$ cat src/rtl/alu_uart_pkg.sv
`default_nettype none
// +----------------------------------------------------------------------------+
// | Module   : alu_uart_pkg                                                    |
// | Purpose  : FSM encoding, status-byte layout and DATA_W legality check.     |
// | Revision : 1.0                                                             |
// +----------------------------------------------------------------------------+
package alu_uart_pkg;

   localparam int c_STATE_W = 3;

   localparam logic [c_STATE_W-1:0] c_ST_RX_A      = 3'd0;
   localparam logic [c_STATE_W-1:0] c_ST_RX_B      = 3'd1;
   localparam logic [c_STATE_W-1:0] c_ST_RX_OP     = 3'd2;
   localparam logic [c_STATE_W-1:0] c_ST_COMPUTE   = 3'd3;
   localparam logic [c_STATE_W-1:0] c_ST_SEND      = 3'd4;
   localparam logic [c_STATE_W-1:0] c_ST_WAIT_SEND = 3'd5;

   localparam int c_STAT_ZERO_BIT  = 0;
   localparam int c_STAT_CARRY_BIT = 1;

   // Bit n set means an operand of n+1 bytes is supported.
   localparam logic [3:0] c_LEGAL_BYTES = 4'b1111;

   function automatic logic data_w_legal(input int w);
      logic ok;
      case (w)
         8:       ok = c_LEGAL_BYTES[0];
         16:      ok = c_LEGAL_BYTES[1];
         24:      ok = c_LEGAL_BYTES[2];
         32:      ok = c_LEGAL_BYTES[3];
         default: ok = 1'b0;
      endcase
      return ok;
   endfunction

   function automatic logic [7:0] status_byte(input logic carry, input logic zero);
      logic [7:0] s;
      s                   = 8'h00;
      s[c_STAT_CARRY_BIT] = carry;
      s[c_STAT_ZERO_BIT]  = zero;
      return s;
   endfunction

endpackage
`default_nettype wire

$ cat src/rtl/frame_timer.sv
`default_nettype none
// +----------------------------------------------------------------------------+
// | Module   : frame_timer                                                     |
// | Purpose  : Inter-byte timeout counter; expired is high on the last cycle.  |
// | Revision : 1.0                                                             |
// +----------------------------------------------------------------------------+
module frame_timer #(
   parameter int TIMEOUT_CYCLES = 100000000
) (
   input  logic clk,
   input  logic reset,
   input  logic enable,
   input  logic clear,
   output logic expired
);
   localparam int c_CNT_W = (TIMEOUT_CYCLES > 1) ? $clog2(TIMEOUT_CYCLES) : 1;
   localparam logic [c_CNT_W-1:0] c_LAST = c_CNT_W'(TIMEOUT_CYCLES - 1);

   logic [c_CNT_W-1:0] r_cnt;

   assign expired = enable && (r_cnt == c_LAST);

   // Restart from zero whenever the window is left, a byte arrives or it expires.
   always_ff @(posedge clk) begin
      if (!reset) begin
         r_cnt <= '0;
      end else if (clear || expired || !enable) begin
         r_cnt <= '0;
      end else begin
         r_cnt <= r_cnt + 1'b1;
      end
   end

endmodule
`default_nettype wire

$ cat src/rtl/alu_uart_frame_ctrl.sv
`default_nettype none
// +----------------------------------------------------------------------------+
// | Module   : alu_uart_frame_ctrl                                             |
// | Purpose  : UART frame decoder feeding an external ALU and returning the    |
// |            result bytes; macro ALU_UART_FLAGS_EN appends a status byte.    |
// | Revision : 1.0                                                             |
// +----------------------------------------------------------------------------+
module alu_uart_frame_ctrl
   import alu_uart_pkg::*;
#(
   parameter int DATA_W         = 16,
   parameter int TIMEOUT_CYCLES = 100000000
) (
   input  logic              clk,
   input  logic              reset,
   input  logic [7:0]        rx_data,
   input  logic              rx_done,
   output logic [7:0]        tx_data,
   output logic              tx_start,
   input  logic              tx_done,
   output logic [DATA_W-1:0] alu_a,
   output logic [DATA_W-1:0] alu_b,
   output logic [5:0]        alu_op,
   input  logic [DATA_W-1:0] alu_result,
   input  logic              alu_zero,
   input  logic              alu_carry,
   output logic              busy,
   output logic              frame_err,
   output logic              drop_err
);
   localparam int c_BYTES = DATA_W / 8;
`ifdef ALU_UART_FLAGS_EN
   localparam int c_TX_BYTES = c_BYTES + 1;
`else
   localparam int c_TX_BYTES = c_BYTES;
`endif
   localparam logic [2:0] c_LAST_BYTE = 3'(c_BYTES - 1);
   localparam logic [2:0] c_LAST_TX   = 3'(c_TX_BYTES - 1);

   generate
      if (!data_w_legal(DATA_W)) begin : g_bad_data_w
         $error("alu_uart_frame_ctrl: DATA_W must be 8, 16, 24 or 32");
      end
   endgenerate

   logic [c_STATE_W-1:0] r_state;
   logic [c_STATE_W-1:0] w_next_state;
   logic [2:0]           r_byte_cnt;
   logic [2:0]           r_tx_idx;
   logic [DATA_W-1:0]    r_sh_a;
   logic [DATA_W-1:0]    r_sh_b;
   logic [DATA_W-1:0]    r_alu_a;
   logic [DATA_W-1:0]    r_alu_b;
   logic [5:0]           r_alu_op;
   logic [DATA_W-1:0]    r_result;
   logic                 r_frame_err;
   logic                 r_drop_err;
   logic                 w_tmr_en;
   logic                 w_expired;
   logic                 w_timeout;
   logic                 w_busy;
   logic                 w_last_byte;
   logic [7:0]           w_tx_byte;

`ifdef ALU_UART_FLAGS_EN
   logic [7:0] r_status;
`else
   logic [7:0] w_unused_status;
   assign w_unused_status = status_byte(alu_carry, alu_zero);
`endif

   assign w_tmr_en    = ((r_state == c_ST_RX_A) && (r_byte_cnt != 3'd0)) ||
                        (r_state == c_ST_RX_B) || (r_state == c_ST_RX_OP);
   // A byte landing on the expiry cycle wins over the timeout.
   assign w_timeout   = w_expired && !rx_done;
   assign w_last_byte = (r_byte_cnt == c_LAST_BYTE);

   frame_timer #(
      .TIMEOUT_CYCLES(TIMEOUT_CYCLES)
   ) u_frame_timer (
      .clk    (clk),
      .reset  (reset),
      .enable (w_tmr_en),
      .clear  (rx_done),
      .expired(w_expired)
   );

   always_ff @(posedge clk) begin
      if (!reset) begin
         r_state <= c_ST_RX_A;
      end else begin
         r_state <= w_next_state;
      end
   end

   always_comb begin
      w_next_state = r_state;
      case (r_state)
         c_ST_RX_A: begin
            if (rx_done && w_last_byte) w_next_state = c_ST_RX_B;
         end
         c_ST_RX_B: begin
            if (rx_done && w_last_byte) w_next_state = c_ST_RX_OP;
            else if (w_timeout)         w_next_state = c_ST_RX_A;
         end
         c_ST_RX_OP: begin
            if (rx_done)        w_next_state = c_ST_COMPUTE;
            else if (w_timeout) w_next_state = c_ST_RX_A;
         end
         c_ST_COMPUTE: w_next_state = c_ST_SEND;
         c_ST_SEND:    w_next_state = c_ST_WAIT_SEND;
         c_ST_WAIT_SEND: begin
            if (tx_done) w_next_state = (r_tx_idx == c_LAST_TX) ? c_ST_RX_A : c_ST_SEND;
         end
         default: w_next_state = c_ST_RX_A;
      endcase
   end

   always_comb begin
      w_tx_byte = 8'h00;
      for (int i = 0; i < c_BYTES; i++) begin
         if (r_tx_idx == 3'(i)) w_tx_byte = r_result[8*i +: 8];
      end
`ifdef ALU_UART_FLAGS_EN
      if (r_tx_idx == 3'(c_BYTES)) w_tx_byte = r_status;
`endif
   end

   always_comb begin
      tx_start = 1'b0;
      tx_data  = 8'h00;
      w_busy   = 1'b0;
      case (r_state)
         c_ST_COMPUTE: w_busy = 1'b1;
         c_ST_SEND: begin
            w_busy   = 1'b1;
            tx_start = 1'b1;
            tx_data  = w_tx_byte;
         end
         c_ST_WAIT_SEND: begin
            w_busy  = 1'b1;
            tx_data = w_tx_byte;
         end
         default: ;
      endcase
   end

   always_ff @(posedge clk) begin
      if (!reset) begin
         r_byte_cnt  <= 3'd0;
         r_tx_idx    <= 3'd0;
         r_sh_a      <= '0;
         r_sh_b      <= '0;
         r_alu_a     <= '0;
         r_alu_b     <= '0;
         r_alu_op    <= 6'd0;
         r_result    <= '0;
         r_frame_err <= 1'b0;
         r_drop_err  <= 1'b0;
`ifdef ALU_UART_FLAGS_EN
         r_status    <= 8'h00;
`endif
      end else begin
         r_frame_err <= w_timeout;
         r_drop_err  <= rx_done && w_busy;
         case (r_state)
            c_ST_RX_A, c_ST_RX_B: begin
               if (rx_done) begin
                  for (int i = 0; i < c_BYTES; i++) begin
                     if (r_byte_cnt == 3'(i)) begin
                        if (r_state == c_ST_RX_A) r_sh_a[8*i +: 8] <= rx_data;
                        else                      r_sh_b[8*i +: 8] <= rx_data;
                     end
                  end
                  r_byte_cnt <= w_last_byte ? 3'd0 : r_byte_cnt + 3'd1;
               end else if (w_timeout) begin
                  r_byte_cnt <= 3'd0;
               end
            end
            c_ST_RX_OP: begin
               if (rx_done) begin
                  r_alu_a  <= r_sh_a;
                  r_alu_b  <= r_sh_b;
                  r_alu_op <= rx_data[5:0];
               end
               r_byte_cnt <= 3'd0;
            end
            c_ST_COMPUTE: begin
               r_result <= alu_result;
               r_tx_idx <= 3'd0;
`ifdef ALU_UART_FLAGS_EN
               r_status <= status_byte(alu_carry, alu_zero);
`endif
            end
            c_ST_WAIT_SEND: begin
               if (tx_done) r_tx_idx <= (r_tx_idx == c_LAST_TX) ? 3'd0 : r_tx_idx + 3'd1;
            end
            default: ;
         endcase
      end
   end

   assign alu_a     = r_alu_a;
   assign alu_b     = r_alu_b;
   assign alu_op    = r_alu_op;
   assign busy      = w_busy;
   assign frame_err = r_frame_err;
   assign drop_err  = r_drop_err;

endmodule
`default_nettype wire

$ cat config.mk
export PLATFORM = sky130hd
export DESIGN_NAME = alu_uart_frame_ctrl
export DESIGN_NICKNAME = d
export VERILOG_FILES = /design/src/rtl/alu_uart_pkg.sv /design/src/rtl/frame_timer.sv /design/src/rtl/alu_uart_frame_ctrl.sv
export SDC_FILE = /design/constraint.sdc
export NUM_CORES = 1
export LEC_CHECK = 0
export ABC_AREA = 1
export BUFFER_PORTS_ARGS = -buffer_cell sky130_fd_sc_hd__buf_2
export CAP_MARGIN = 20
export CORE_MARGIN = 3
export CORE_UTILIZATION = 30
export CTS_BUF_LIST = sky130_fd_sc_hd__clkbuf_4 sky130_fd_sc_hd__clkbuf_8
export DETAILED_ROUTE_END_ITERATION = 8
export HOLD_SLACK_MARGIN = 0.05
export SETUP_SLACK_MARGIN = 0.5
export SLEW_MARGIN = 20
export SYNTH_ARGS = -nofsm -noshare
export SYNTH_HDL_FRONTEND = slang
export SYNTH_HIERARCHICAL = 1
export SYNTH_SLANG_ARGS = --single-unit
$ cat constraint.sdc
create_clock -name clk -period 2.8 [get_ports clk]
set_input_delay 0.28 -clock clk [delete_from_list [all_inputs] [get_ports clk]]
set_output_delay 0.28 -clock clk [all_outputs]
set_load 0.05 [all_outputs]
==> qor.yml, run 1 <==
clocking:
  htreeDepth: 4
  insertion_delay_ns: 0.43
  root_buffer: "clkbuf_8"
  cts_sinks: 124
  clock_path_buffers: 2
  cts_tree: "done"
  numCtsBuffers: 17
  clkTransAtPathRegs_ns: 0.07
route:
  num_vias: 4835
  drt_iter0_markers: 209
  drt-total-wl_mm: 13.3
  dr.pass1.iters: 5
  post_drt_via_cell_ratio: 4.60
  wl_per_cell_microns: 12.7
  ant_nets: 0
  drcViolationCount: 0
sta:
  rsz0062_at_grt: "true"
  worst_pin_slew_ns: 0.817
  max_freq_ghz: 0.461
  fin_hold_ws_ns: 0.0973
  period_needed_ns: 2.17
  final-hold-violation-count: 0
  clock_skew_ns: 0.00769
  fin_tns_setup_ns: 0
  maxSlewViolCount: 0
  fin_crit_sh_pct: 77.5
  setup_viol: 0
  max_slew_margin_pct: 45.4
pwr:
  p_sw_mw: 0.850
  sw_frac_of_total_pct: 23.4
  p_leak_nw: 2.40
  p_seq_share_pct: 49.8
  combPwrFrac_pct: 4.8
  p_clk_share_pct: 45.4
  power_density_nw_per_um2: 576
  internal-power_mw: 2.79
  ir_worst_vdd_v: 0.000268
placement:
  dpl.hpwl_mm: 9.05
  post-place-cells: 1018
  gp_congestion: 0.853
  post_dp_cell_area_sq_um: 5850
  portBuffers: 77
synth:
  synthCells: 738
  synthArstFlopShare_pct: 0
  synth_flop_cell: "dfxtp_1"
  synth_cell_types: 33
  syn_area_sq_um: 5310
  synth_area_leaders: "dfxtp_1 (47%), nor2_1 (11%), nand2_1 (11%)"
  synth_top_cell_by_area: "dfxtp_1"
  synth_enable_flop_cells: 0
  ys_seq_area_share_pct: 46.7
  yosysWarnings: 6
  syn_avg_cell_area_sq_um: 7.20
  synth_fp_nets: 769
  ys_ff_latch: 124
  synth_top_cell_area_share_pct: 46.7
final_layout:
  n_antenna_cell: 0
  drive_above_1_share_pct: 18.7
  nNetsFinal: 844
  final_area_sq_um: 6320
  mostFrequentLayoutCell: "nor2_1"
  mostFrequentLayoutCells: "nor2_1 (158), nand2_1 (149), dfxtp_1 (123)"
  area_delta_synth_final_pct: 18.9
  fin_cells: 1050
  n_fill_cell: 1874
setup_path:
  cp_data_arrival_time_ns: 1.89
  worst_setup_path_end_kind: "output pin"
  cp_cell_sequence: "nand3_1 > buf_4 > inv_4 > nor2_1 > inv_1 > buf_2"
  r2r_setup_slack_ns: 0.72
  cp_num_buf_inv: 4
  critical-path-slowest-cell: "dfxtp_1"
  max_stage_delay_ns: 0.49
  crit_path_max_fanout: 20
  startpoint_type: "flip-flop"
  critPathKind: "flip-flop to output pin"
  required_ns: 2.52
  crit_family: "buffers and inverters"
grt:
  grt_pass1_wl_mm: 22.7
  antenna_found_initial: 0
  grt_start_max_net_pins: 53
  track_usage_pct: 14.2
  grt_pass1_vias: 4675
  grt_overflow: 0
run:
  max-cap-violations: 0
floorplanning:
  die_x_microns: 139
  die_area_sq_um: 19300
  pin_count: 80
  rows: 48
  coreArea_sq_um: 17300
  die_y_microns: 139
  start_util_pct: 30.7
min_path:
  min_path_type: "input port to flip-flop"
outcome:
  outcome: "completed"
==> tightest hold or removal path: cells and delay by family <==
kind,cells,cell delay (ns)
compound gates,1,0.07
buf+inv,1,0.07
simple gates,1,0.07
==> metrics by stage <==
stage	total power [mW]	util (%)	setup slack, ns
2_1_floorplan	1.97	-	0.782
3_3_place_gp	2.03	33.8	0.758
3_5_place_dp	2.03	33.8	0.730
4_1_cts	3.69	36.3	0.538
5_1_grt	3.80	36.5	0.458
6_report	3.64	36.5	0.631
==> flip-flops by register name, indices dropped and copies added, names as in the netlist, 6 cells and up <==
signal / flops
alu_a: 16
r_sh_a: 16
u_frame_timer/r_cnt: 27
alu_b: 16
r_result: 16
r_sh_b: 16
alu_op: 6
==> power groups by stage <==
stage / logic [mW] / registers [mW] / clock network, mW
final: 0.173 / 1.81 / 1.65
after floorplan: 0.116 / 1.85 / 0
after detailed placement: 0.174 / 1.85 / 0
after global routing: 0.197 / 1.82 / 1.79
after CTS: 0.175 / 1.81 / 1.70
after global placement: 0.173 / 1.85 / 0
==> metal layers <==
metal  track usage [%]  vias to the layer above  part of all wire [%]
met5                 0                        -                     0
met4              4.69                        0                   1.2
met3              3.72                       13                   3.9
met2              23.7                      104                    47
met1              17.9                     2180                    47
li1                  -                     2538                     -
==> path summary, 6_finish.rpt <==
check                              startpoint  depth (start not counted)            end
worst max-delay path               r_state[0]                          6           busy
worst min-delay path            alu_result[9]                          3    r_result[9]
worst max register to register     r_state[1]                         14  r_byte_cnt[2]
worst min register to register       alu_b[8]                          2       alu_b[8]
==> area by class of cell <==
class | count | area, sq um | area share [%]
clock buffers | 21 | 277 | 4.38
clock inverters | 10 | 140 | 2.22
inverters | 44 | 168 | 2.65
multi-input cells | 543 | 2530 | 40.0
flip-flops and latches | 124 | 2480 | 39.3
well taps | 225 | 282 | 4.46
repair buffers | 83 | 440 | 6.97
==> synthesized netlist by cell type (2+ instances only) <==
cell type / number
nor2_1: 161
nand2_2: 5
inv_1: 35
nor2_4: 6
nand2_1: 149
clkbuf_1: 13
buf_2: 4
nand3_2: 3
xnor2_1: 5
nor3_1: 4
inv_2: 9
nand2_4: 2
buf_6: 6
nor2_2: 5
nand4_1: 6
buf_4: 4
xor2_1: 4
nand3_1: 58
nand3b_1: 5
dfxtp_1: 124
o21bai_1: 2
a21oi_1: 68
o21ai_0: 50
==> cells by family (layout without fill, tap and decap cells) <==
logic type,Yosys count,count (layout),share of synthesized area (%)
AOI/OAI and AO/OA,124,124,11.9
DFF,124,124,46.7
buffers and inverters,71,158,6.24
adders and majority gates,1,1,0.235
and+or+nand+nor,409,409,33.4
xor gates and xnor gates,9,9,1.48
==> timing repair <==
item	4_1_cts	5_1_grt
endpoints found under the setup margin	6	12
buffers inserted	0	1
hold buffers	0	0
cloned	0	0
pin swaps	0	2
resized for setup	2	12
Note: power is estimated with default switching activity, not from simulation.
==> run 2: changes to the inputs <==
--- a/config.mk
+++ b/config.mk
@@ -5,7 +5,7 @@
 export SDC_FILE = /design/constraint.sdc
 export NUM_CORES = 1
 export LEC_CHECK = 0
-export ABC_AREA = 1
+export ABC_AREA = 0
 export BUFFER_PORTS_ARGS = -buffer_cell sky130_fd_sc_hd__buf_2
 export CAP_MARGIN = 20
 export CORE_MARGIN = 3
==> constraint.sdc (replaced) <==
create_clock -name clk -period 2 [get_ports clk]
set_input_delay 0.2 -clock clk [delete_from_list [all_inputs] [get_ports clk]]
set_output_delay 0.2 -clock clk [all_outputs]
set_load 0.05 [all_outputs]
==> qor.yml, run 2 <==
sta:
  maxSlewViolCount: 0
  clock_skew_ns: 0.00728
  worst_slack_ns: 0.113
  max_freq_ghz: 0.530
  setup_viol: 0
  rsz0062_at_grt: "true"
  fin_crit_sh_pct: 94.3
  fin_tns_setup_ns: 0
  final-hold-violation-count: 0
  period_needed_ns: 1.89
  worst_pin_slew_ns: 0.467
  max_slew_margin_pct: 68.9
setup_path:
  worst_setup_path_end_kind: "flip-flop"
  critical-path-slowest-cell: "dfxtp_4"
  max_stage_delay_ns: 0.38
  startpoint_type: "flip-flop"
  crit_end: "r_byte_cnt[2]"
  cp-startpoint: "r_byte_cnt[2]"
  reg2reg_to: "r_byte_cnt[2]"
  required_ns: 2.36
  cp_num_buf_inv: 1
  reg2reg_depth: 9
  r2r_setup_slack_ns: 0.11
  cp_data_arrival_time_ns: 2.24
  crit_family: "simple AND/OR/NAND/NOR gates"
  cp.depth: 9
  critPathKind: "flip-flop to flip-flop"
  reg2reg_from: "r_byte_cnt[2]"
  crit_path_max_fanout: 6
  cp_cell_sequence: "nor4_4 > a21boi_2 > nor4bb_2 > nand4_1 > nor3_2 > buf_6 > o311ai_4 > a31oi_1 > nor3b_1"
grt:
  antenna_found_initial: 0
  grt_pass1_vias: 4913
  grt_overflow: 0
  grt_start_max_net_pins: 56
  grt_pass1_wl_mm: 24.8
  track_usage_pct: 15.6
floorplanning:
  pin_count: 80
  rows: 48
  die_y_microns: 141
  start_util_pct: 31.1
  die_area_sq_um: 19900
  die_x_microns: 141
  coreArea_sq_um: 17600
placement:
  dp_slack_ns: -0.00613
  portBuffers: 77
  gp_congestion: 0.796
  dpl.hpwl_mm: 9.06
synth:
  synth.most_common_cell: "nand2_1"
  ys_ff_latch: 124
  synthArstFlopShare_pct: 0
  synth_enable_flop_cells: 0
  synth_flop_cell: "dfxtp_1"
  yosysWarnings: 6
  synth_area_leaders: "dfxtp_1 (45%), nand2_1 (9.0%), mux2i_1 (7.7%)"
  synth_cell_types: 59
  synth_fp_nets: 644
  syn_area_sq_um: 5470
  synthCells: 613
  syn_avg_cell_area_sq_um: 8.93
  synth_common_cells: "nand2_1 (131), dfxtp_1 (124), mux2i_1 (42), a21boi_0 (36), nor2b_1 (35)"
  ys_seq_area_share_pct: 45.3
  synth_top_cell_area_share_pct: 45.3
  synth_top_cell_by_area: "dfxtp_1"
final_layout:
  area_delta_synth_final_pct: 54.0
  largest_reg_flops: 27
  n_fill_cell: 1607
  drive_above_1_share_pct: 42.4
  top_register: "u_frame_timer/r_cnt"
  seqCellArea_sq_um: 2500
  mostFrequentLayoutCell: "dfxtp_1"
  multi_input_area_sq_um: 3340
  nNetsFinal: 818
  mostFrequentLayoutCells: "dfxtp_1 (114), nand2_1 (98), buf_2 (67)"
  n_antenna_cell: 0
clocking:
  clock_path_buffers: 2
  insertion_delay_ns: 0.44
  numCtsBuffers: 17
  htreeDepth: 4
  clkTransAtPathRegs_ns: 0.07
  cts_sinks: 124
  root_buffer: "clkbuf_8"
  cts_tree: "done"
route:
  dr.pass1.iters: 4
  drt-total-wl_mm: 16.3
  drcViolationCount: 0
  wl_per_cell_microns: 16.0
  post_drt_via_cell_ratio: 4.94
  num_vias: 5055
  ant_nets: 0
  drt_iter0_markers: 395
pwr:
  ir_worst_vdd_v: 0.000392
  p_leak_nw: 3.27
  power_density_nw_per_um2: 610
  total_power_mw: 5.15
min_path:
  min_path_type: "input port to flip-flop"
outcome:
  outcome: "completed"
run:
  max-cap-violations: 0
==> run 2: cell count changes in the layout (fill, tap and decap cells not counted), sizes merged, moves of 8 or more <==
| cell | change |
|---|---|
| a211oi | +11 |
| inv | -39 |
| nor2 | -150 |
| dlygate4sd3 | +17 |
| mux2i | +42 |
| a21oi | -60 |
| o21ai | -40 |
| nor3 | +8 |
| buf | +92 |
| a21boi | +58 |
| or4 | +8 |
| nor2b | +35 |
| nand3 | -43 |
| nand2 | -24 |
==> run 2: cell type report <==
type,instances,area share (%)
Multi-Input combinational cell,444,39.6
Inverter,4,0.178
Timing Repair Buffer,196,22.7
Tap cell,225,3.34
Clock buffer,19,3.03
Sequential cell,124,29.7
Clock inverter,11,1.42
==> run 2: per-stage QoR <==
step	instance area [sq um]	util, %	hold WS [ns]	cells
floorplan	5600	-	0.335	613
global placement	6410	36.4	0.440	920
detailed placement	6410	36.4	0.443	920
CTS	7720	43.9	0.0605	1000
global route	8430	47.9	0.0642	1023
finish	8430	47.9	0.0843	1023
==> run 2: what timing repair did <==
| item | CTS | global route |
|---|---|---|
| buffers inserted | 26 | 13 |
| gates resized for setup | 104 | 134 |
| setup endpoints to repair | 87 | 119 |
| gates cloned | 7 | 10 |
| hold buffers | 17 | 0 |
| pin swaps | 32 | 44 |
| endpoints found under the hold margin | 17 | 0 |
==> run 2: worst min-delay path, cell delays in order <==
cell,delay [ns]
buf_2,0.15
nand2_1,0.07
a21boi_1,0.05
==> run 2: power by group <==
part / total [mW] / switching [mW] / leakage (nW) / internal [mW]
Combinational: 0.483 / 0.227 / 2.07 / 0.256
Sequential: 2.53 / 0.0260 / 1.01 / 2.50
Clock: 2.13 / 0.998 / 0.187 / 1.14
==> run 2: logic make-up after synthesis <==
group           after synthesis  share of synthesized area, %
simple gates                277                          26.0
xor+xnor                      9                          1.44
flops                       124                          45.3
mux                          42                          7.68
fa+ha+maj                     1                         0.229
buf+inv                      45                          4.11
compound gates              115                          15.2
==> run 2: worst min path at each step <==
stage	startpoint	endpoint	slack, ns	depth (start not counted)
detailed placement	r_sh_a[7]	alu_a[7]	0.44	2
global route	rx_data[4]	alu_op[4]	0.06	3
global placement	alu_a[8]	alu_a[8]	0.44	2
CTS	rx_data[4]	alu_op[4]	0.06	3
finish	rx_data[4]	alu_op[4]	0.08	3
floorplan	alu_result[13]	r_result[13]	0.33	2
==> run 2: metal layers <==
layer / share of wire (%) / track usage (%) / up-vias
met3: 4.5 / 4.58 / 15
li1: - / - / 2484
met4: 1.2 / 4.59 / 0
met2: 47 / 25.4 / 109
met5: 0 / 0 / -
met1: 47 / 20.1 / 2447
==> run 3: changes to the inputs <==
--- a/config.mk
+++ b/config.mk
@@ -8,6 +8,7 @@
 export ABC_AREA = 0
 export BUFFER_PORTS_ARGS = -buffer_cell sky130_fd_sc_hd__buf_2
 export CAP_MARGIN = 20
+export CORE_ASPECT_RATIO = 1.5
 export CORE_MARGIN = 3
 export CORE_UTILIZATION = 30
 export CTS_BUF_LIST = sky130_fd_sc_hd__clkbuf_4 sky130_fd_sc_hd__clkbuf_8
==> qor.yml, run 3 (synthesis gave the netlist of run 2 again) <==
outcome:
  outcome: "completed"
route:
  dr.pass1.iters: 4
  ant_nets: 0
  wl_per_cell_microns: 16.5
  drt-total-wl_mm: 16.8
  num_vias: 5167
  drcViolationCount: 0
  post_drt_via_cell_ratio: 5.07
  drt_iter0_markers: 199
final_layout:
  top_register: "u_frame_timer/r_cnt"
  mostFrequentLayoutCell: "dfxtp_1"
  mostFrequentLayoutCells: "dfxtp_1 (116), buf_2 (67), nand2_1 (63)"
  finish.utilization_pct: 49.5
  area_delta_synth_final_pct: 59.5
  n_antenna_cell: 0
  largest_reg_flops: 27
  fin_cells: 1019
  drive_above_1_share_pct: 48.3
  n_fill_cell: 1532
  nNetsFinal: 824
  seqCellArea_sq_um: 2500
  multi_input_area_sq_um: 3630
grt:
  grt_start_max_net_pins: 40
  grt_overflow: 0
  track_usage_pct: 16.3
  antenna_found_initial: 1
  grt_pass1_wl_mm: 25.4
  grt_pass1_vias: 4889
clocking:
  numCtsBuffers: 17
  clkTransAtPathRegs_ns: 0.08
  insertion_delay_ns: 0.44
  clock_path_buffers: 2
  root_buffer: "clkbuf_8"
  cts_tree: "done"
  htreeDepth: 4
  cts_sinks: 124
floorplanning:
  die_area_sq_um: 19900
  coreArea_sq_um: 17600
  die_y_microns: 171
  die_x_microns: 116
  rows: 59
  pin_count: 80
  start_util_pct: 31.0
setup_path:
  critical-path-slowest-cell: "dfxtp_4"
  r2r_setup_slack_ns: 0.01
  cp_cell_sequence: "a21oi_4 > a21boi_2 > nor4bb_4 > nand4_1 > nor3_4 > buf_4 > inv_2 > a21oi_2 > o22ai_1 > o211a_1"
  crit_path_max_fanout: 3
  crit_family: "simple AND/OR/NAND/NOR gates"
  required_ns: 2.33
  startpoint_type: "flip-flop"
  cp_num_buf_inv: 2
  critPathKind: "flip-flop to flip-flop"
  worst_setup_path_end_kind: "flip-flop"
  max_stage_delay_ns: 0.37
  cp_data_arrival_time_ns: 2.32
placement:
  post-place-cells: 909
  portBuffers: 77
  gp_congestion: 0.803
  dp_slack_ns: -0.0495
  dpl.hpwl_mm: 9.54
sta:
  setup_viol: 0
  fin_hold_ws_ns: 0.0867
  fin_crit_sh_pct: 99.3
  final-hold-violation-count: 0
  max_freq_ghz: 0.504
  period_needed_ns: 1.99
  clock_skew_ns: 0.0121
  rsz0062_at_grt: "true"
  max_slew_margin_pct: 73.1
  worst_pin_slew_ns: 0.401
  maxSlewViolCount: 0
  fin_tns_setup_ns: 0
  worst_slack_ns: 0.0146
pwr:
  ir_worst_vdd_v: 0.000495
  p_leak_nw: 3.73
  power_density_nw_per_um2: 574
run:
  max-cap-violations: 0
min_path:
  min_path_type: "input port to flip-flop"
==> run 3: repair_timing <==
item	CTS	global route
setup buffers	27	17
endpoints found under the hold margin	18	0
hold buffers	18	0
endpoints found under the setup margin	94	130
pin swaps	30	93
gates cloned	9	7
gates resized for setup	115	208
==> run 3: worst paths after layout <==
kind	end	start	cells past startpoint
worst max-delay path	r_state[0]	r_state[0]	10
worst min-delay path	r_sh_a[15]	rx_data[7]	3
worst max register to register	r_state[0]	r_state[0]	10
worst min register to register	alu_a[1]	alu_a[1]	2
==> run 3: routing by layer <==
metal  up-vias  part of all wire, %  global-route usage [%]
li1       2520                    -                       -
met1      2511                   40                    18.4
met2       112                   55                    29.3
met3        22                  3.1                    3.73
met4         2                  1.6                    6.41
met5         -                0.077                       0
==> run 3: through the flow <==
step                      cell area, sq um  power [mW]
after floorplan                       5600        2.79
after global placement                6380        2.90
after detailed placement              6380        2.91
after CTS                             7800        5.00
after global routing                  8730        5.21
final                                 8730        5.01
==> run 3: power breakdown <==
group,internal (mW),switching [mW],leakage (nW)
clock network,0.905,1.06,0.166
registers,2.50,0.0408,1.01
logic,0.273,0.232,2.55
total,3.68,1.33,3.73
==> run 3: worst register-to-register path: cells and delay by family (launching register included) <==
kind	cells	cell delay (ns)
buffers and inverters	2	0.21
AND/OR/NAND/NOR	3	0.69
flip-flops	1	0.37
AO/OA/AOI/OAI	5	0.62
==> run 3: cell type report <==
cell class | instances | area share [%]
clock buffers | 20 | 2.94
inverters | 4 | 0.172
multi-input cells | 444 | 41.6
clock inverters | 12 | 1.05
repair buffers | 202 | 22.6
well taps | 213 | 3.05
flip-flops and latches | 124 | 28.6
